<file path="config.mk">
export PLATFORM = sky130hd
export DESIGN_NAME = bp_update_queue
export DESIGN_NICKNAME = d
export VERILOG_FILES = /design/src/rtl/bp_pkg.sv /design/src/rtl/bp_update_fifo.sv /design/src/rtl/bp_update_queue.sv
export SDC_FILE = /design/constraint.sdc
export NUM_CORES = 1
export LEC_CHECK = 0
export CORE_ASPECT_RATIO = 0.5
export CORE_UTILIZATION = 30
export CTS_CLUSTER_SIZE = 20
export DETAILED_ROUTE_END_ITERATION = 16
export GPL_ROUTABILITY_DRIVEN = 0
export PLACE_DENSITY = 0.48
export SYNTH_ARGS = -nofsm -noshare
export SYNTH_HDL_FRONTEND = slang
export SYNTH_SLANG_ARGS = --single-unit
</file>
<file path="constraint.sdc">
create_clock -name clk -period 3.6 [get_ports clk]
set_input_delay 0.72 -clock clk [delete_from_list [all_inputs] [get_ports clk]]
set_output_delay 0.72 -clock clk [all_outputs]
set_load 0.01 [all_outputs]
</file>
<file path="src/rtl/bp_pkg.sv">
// Shared branch-predictor types: the resolved-branch update record fed to the BHT.
package bp_pkg;

   typedef logic [31:0] addr_t;

   typedef struct packed {
      addr_t pc;
      addr_t dest;
      logic  taken;
   } bp_update_t;

endpackage

</file>
<file path="src/rtl/bp_update_fifo.sv">
// Entry storage for bp_update_queue: DEPTH x bp_update_t, one write and one async read port.
// Pointers wrap naturally because DEPTH is a power of two; fullness is tracked by the owner.
module bp_update_fifo
   import bp_pkg::*;
#(
   parameter int DEPTH = 4
) (
   input  logic       clk,
   input  logic       resetn,
   input  logic       wr_en,
   input  bp_update_t wr_data,
   input  logic       rd_en,
   output bp_update_t rd_data
);

   localparam int PW = $clog2(DEPTH);

   bp_update_t    mem [DEPTH];
   logic [PW-1:0] wr_ptr;
   logic [PW-1:0] rd_ptr;

   // NOTE: entry storage is deliberately not reset; stale entries are never visible
   // because the owner's count gates the head, and leaving it unreset allows LUTRAM.
   always_ff @(posedge clk) begin
      if (wr_en) mem[wr_ptr] <= wr_data;
   end

   // NOTE: sequential state uses non-blocking assignments so every flop samples
   // pre-edge values regardless of process ordering.
   always_ff @(posedge clk or negedge resetn) begin
      if (!resetn) begin
         wr_ptr <= '0;
         rd_ptr <= '0;
      end else begin
         if (wr_en) wr_ptr <= wr_ptr + 1'b1;
         if (rd_en) rd_ptr <= rd_ptr + 1'b1;
      end
   end

   assign rd_data = mem[rd_ptr];

endmodule

</file>
<file path="src/rtl/bp_update_queue.sv">
// Decouples exe-stage branch resolutions from the BHT write port; never stalls exe,
// drops on overflow. Optional macro BP_UPDATE_BYPASS_EN adds an empty-queue bypass.
module bp_update_queue
   import bp_pkg::*;
#(
   parameter int DEPTH     = 4,
   parameter int DROP_BITS = 8
) (
   input  logic                       clk,
   input  logic                       resetn,
   input  logic                       in_valid,
   input  addr_t                      in_pc,
   input  addr_t                      in_dest,
   input  logic                       in_taken,
   output logic                       out_valid,
   output addr_t                      out_pc,
   output addr_t                      out_dest,
   output logic                       out_taken,
   input  logic                       out_ready,
   output logic [$clog2(DEPTH):0]     count,
   output logic [DROP_BITS-1:0]       drop_cnt
);

   localparam int CW = $clog2(DEPTH) + 1;

   bp_update_t head;
   bp_update_t in_upd;
   bp_update_t pres;
   logic       pres_valid;
   logic       empty;
   logic       full;
   logic       deq;
   logic       enq;
   logic       drop;
   logic       byp_hit;

   bp_update_fifo #(.DEPTH(DEPTH)) u_fifo (
      .clk     (clk),
      .resetn  (resetn),
      .wr_en   (enq),
      .wr_data (in_upd),
      .rd_en   (deq),
      .rd_data (head)
   );

   assign empty = (count == '0);
   assign full  = (count == CW'(DEPTH));

   // NOTE: every signal driven here gets a default first so no path can infer a latch.
   always_comb begin
      in_upd     = '{pc: in_pc, dest: in_dest, taken: in_taken};
      deq        = !empty && out_ready;
      byp_hit    = 1'b0;
      pres_valid = !empty;
      pres       = empty ? '0 : head;
`ifdef BP_UPDATE_BYPASS_EN
      // resetn gates the bypass so nothing reaches the BHT while in reset.
      if (empty && in_valid && resetn) begin
         pres_valid = 1'b1;
         pres       = in_upd;
         byp_hit    = out_ready;
      end
`endif
      // A dequeue in the same cycle frees the slot the incoming update needs.
      enq  = in_valid && !byp_hit && (!full || deq);
      drop = in_valid && full && !deq;
   end

   assign out_valid = pres_valid;
   assign out_pc    = pres.pc;
   assign out_dest  = pres.dest;
   assign out_taken = pres.taken;

   always_ff @(posedge clk or negedge resetn) begin
      if (!resetn) begin
         count    <= '0;
         drop_cnt <= '0;
      end else begin
         case ({enq, deq})
            2'b10:   count <= count + 1'b1;
            2'b01:   count <= count - 1'b1;
            default: count <= count;
         endcase
         if (drop && (drop_cnt != '1)) drop_cnt <= drop_cnt + 1'b1;
      end
   end

endmodule

</file>
==> impl_metrics.csv <==
group,metric,value,unit
place,dp_slack,532,ps
route,wl_per_cell,19.6,um
route,routed_wl,22600,um
route,viasPerCell,4.42,
logic_synthesis,synth_area,0.0107,mm2
sta,rsz0062_at_grt,"no",
power,p_leak,0.00447,uW
logic_synthesis,postSynth.asyncResetShare,0.0545,
logic_synthesis,synth-seq-area-share,0.766,
critical_path,worstSetupPathType,"reg -> out",
route,routed.top_layer,"met4",
sta,period_share,0.907,
cells_and_area,drive_gt1_frac,0.202,
sta,holdWs,534,ps
logic_synthesis,ys_types,35,
floorplanning,die_area,0.0364,mm2
route,wl_met2,11900,um
sta,setup_violations,0,
clocking,cts_buffers,28,
route,drc,0,
floorplanning,std_cell_rows,48,
clocking,path_clk_slew,60,ps
flow_run,maxCapViolCount,0,
logic_synthesis,ys.flop_type,"edfxtp_1",
cells_and_area,final_nets,734,
critical_path,reg2reg_to,"count[2]$_DFFE_PN0P_",
route,firstDrtPassIters,4,
floorplanning,die_w,269,um
critical_path,crit_fanout,30,
global_routing,grt_antenna_before_repair,0,
clocking,clk_path_buf_depth,3,
power,powerDensity,829,mW/mm2
clocking,clkLatencyLatePin,540,ps
floorplanning,start_util,0.307,
critical_path,reg2reg_from,"count[1]$_DFFE_PN0P_",
global_routing,grt_pass1_vias,5469,
critical_path,crit_path_start_kind,"flop",
logic_synthesis,yosys_warnings,0,
logic_synthesis,synth_top_cell_area_share,0.731,
status,status,"complete, no violations",
sta,setup_tns,0,ps
route,drt-initial-drc-count,220,
global_routing,grt_usage,0.126,
route,route.met3.wl,583,um
cells_and_area,fillCellCount,3118,
logic_synthesis,netlist_top_cells_area,"edfxtp_1 (73%), mux4_2 (14%), and2_1 (3.9%)",
clocking,cts_resized,0,
critical_path,cp-endpoint,"out_pc[8]",
critical_path,arrival,2550,ps
sta,finClkSkew,5.84,ps
sta,slew_headroom,0.501,
power,ir_drop,423,uV
global_routing,grt-ovfl-total,0,
clocking,hold_buffers,0,
sta,final-hold-violation-count,0,
critical_path,regToRegSetupSlack,1250,ps
sta,min_period,3270,ps
clocking,cts_max_level,1,
logic_synthesis,syn_inst,488,
floorplanning,coreArea,0.0348,mm2
clocking,cts_tree,"built",
cells_and_area,antennaDiodeCount,0,
logic_synthesis,synth_nets,564,
critical_path,cp-end-kind,"output pin",
floorplanning,die_h,135,um
worst_hold_path,hold_path_class,"reg -> reg",
global_routing,grt_max_degree,69,
cells_and_area,final_core_util,0.393,
sta,fin_ws,335,ps
logic_synthesis,synth_largest_area_cell,"edfxtp_1",
clocking,cts.sinks,275,
place,dp_hpwl,13800,um
logic_synthesis,synth_edf_count,260,
route,via_count,5101,
floorplanning,ioPinCount,146,
sta,fmax,0.306,GHz
critical_path,worstPathRequired,2880,ps
route,wl_met1,9660,um
sta,worst_slew_pin_slew,746,ps
logic_synthesis,ys_ff_latch,275,
clocking,cts_setup_buffers,0,
cells_and_area,syn_to_final_growth,28.0,%
clocking,root_buffer,"clkbuf_16",
global_routing,grt_pass1_wl,34000,um
route,final_antenna_net_count,0,
sta,slew_viol_final,0,
critical_path,worstSetupStartpoint,"u_fifo.rd_ptr[0]$_DFFE_PN0P_",
critical_path,reg2regPathDepth,8,
place,io_buffer_count,145,
logic_synthesis,syn_avg_cell_area,21.9,um2
==> state kept, by name, indices dropped and copies added, names as in the netlist <==
name / flops
u_fifo.mem: 260
drop_cnt: 8
count: 3
u_fifo.rd_ptr: 2
u_fifo.wr_ptr: 2
==> cell type report <==
cell class / count / area (um2) / share of cell area
Multi-Input combinational cell: 185 / 2370 / 0.173
Clock inverter: 17 / 101 / 0.00741
Tap cell: 475 / 594 / 0.0435
Inverter: 5 / 18.8 / 0.00137
Timing Repair Buffer: 163 / 1650 / 0.121
Sequential cell: 275 / 8190 / 0.599
Clock buffer: 34 / 744 / 0.0545
==> placed cells by master (no fill, tap or decap), types with 2 or more instances in the layout <==
cell,count
dfrtp_4,2
and2_1,66
mux2_2,3
clkbuf_16,29
buf_12,5
clkinv_1,9
nand2_1,6
clkbuf_1,5
mux2_1,3
buf_4,13
xor2_1,4
ha_1,6
nand3_1,2
dfrtp_1,13
edfxtp_1,260
clkinv_2,6
xnor2_1,4
clkdlybuf4s50_1,145
nand4_1,3
nor3_4,2
and3_4,4
mux4_2,65
inv_1,5
==> routing by layer <==
| layer | vias to the layer above | track usage |
|---|---|---|
| li1 | 2322 | - |
| met1 | 2695 | 0.161 |
| met2 | 52 | 0.221 |
| met3 | 32 | 0.0242 |
| met4 | 0 | 0.0284 |
| met5 | - | 0 |
==> logic make-up after synthesis <==
group,count (synthesis),share of synthesized area
AOI/OAI and AO/OA,6,0.00445
muxes,72,0.144
xor gates and xnor gates,8,0.00656
buffers and inverters,28,0.0138
adders and majority gates,7,0.00890
and+or+nand+nor,92,0.0557
DFF,275,0.766
==> synth_stat cells, types with 2 or more instances <==
cell type	count
xnor2_1	4
mux2_2	3
buf_2	7
nand4_1	3
nand3_1	2
mux2_1	3
edfxtp_1	260
and2_1	66
and3_1	5
ha_1	6
buf_6	4
nor3_4	2
dfrtp_1	15
nand2_1	6
clkbuf_1	11
inv_1	5
mux4_2	65
xor2_1	4
==> how the worst min path moves through the flow <==
| stage | start | depth (start not counted) | slack, ps | endpoint |
|---|---|---|---|---|
| 3_5_place_dp | drop_cnt[0]$_DFFE_PN0P_ | 1 | 520 | drop_cnt[0]$_DFFE_PN0P_ |
| 5_1_grt | drop_cnt[0]$_DFFE_PN0P_ | 1 | 560 | drop_cnt[0]$_DFFE_PN0P_ |
| 2_1_floorplan | resetn | 0 | 420 | count[0]$_DFFE_PN0P_ |
| 6_report | count[2]$_DFFE_PN0P_ | 1 | 530 | count[2]$_DFFE_PN0P_ |
| 3_3_place_gp | drop_cnt[0]$_DFFE_PN0P_ | 1 | 510 | drop_cnt[0]$_DFFE_PN0P_ |
| 4_1_cts | count[2]$_DFFE_PN0P_ | 1 | 540 | count[2]$_DFFE_PN0P_ |
==> through the flow <==
stage | cells | cell area [um2] | power, uW
2_1_floorplan | 488 | 10700 | 6740
3_3_place_gp | 1103 | 12800 | 8860
3_5_place_dp | 1103 | 12800 | 8850
4_1_cts | 1154 | 13700 | 11600
5_1_grt | 1154 | 13700 | 11900
6_report | 1154 | 13700 | 11300
==> worst max-delay path, cell delays in order (launching register included) <==
cell	delay (ps)
dfrtp_4	460
buf_12	260
mux4_2	560
and2_1	190
clkdlybuf4s50_1	490
==> where the power goes <==
part	total, uW	internal, uW	switching [uW]
clock	2690	1530	1160
combinational	4210	2330	1880
sequential	4430	4210	225
total	11300	8070	3270
(Power assumes the default switching activity.)
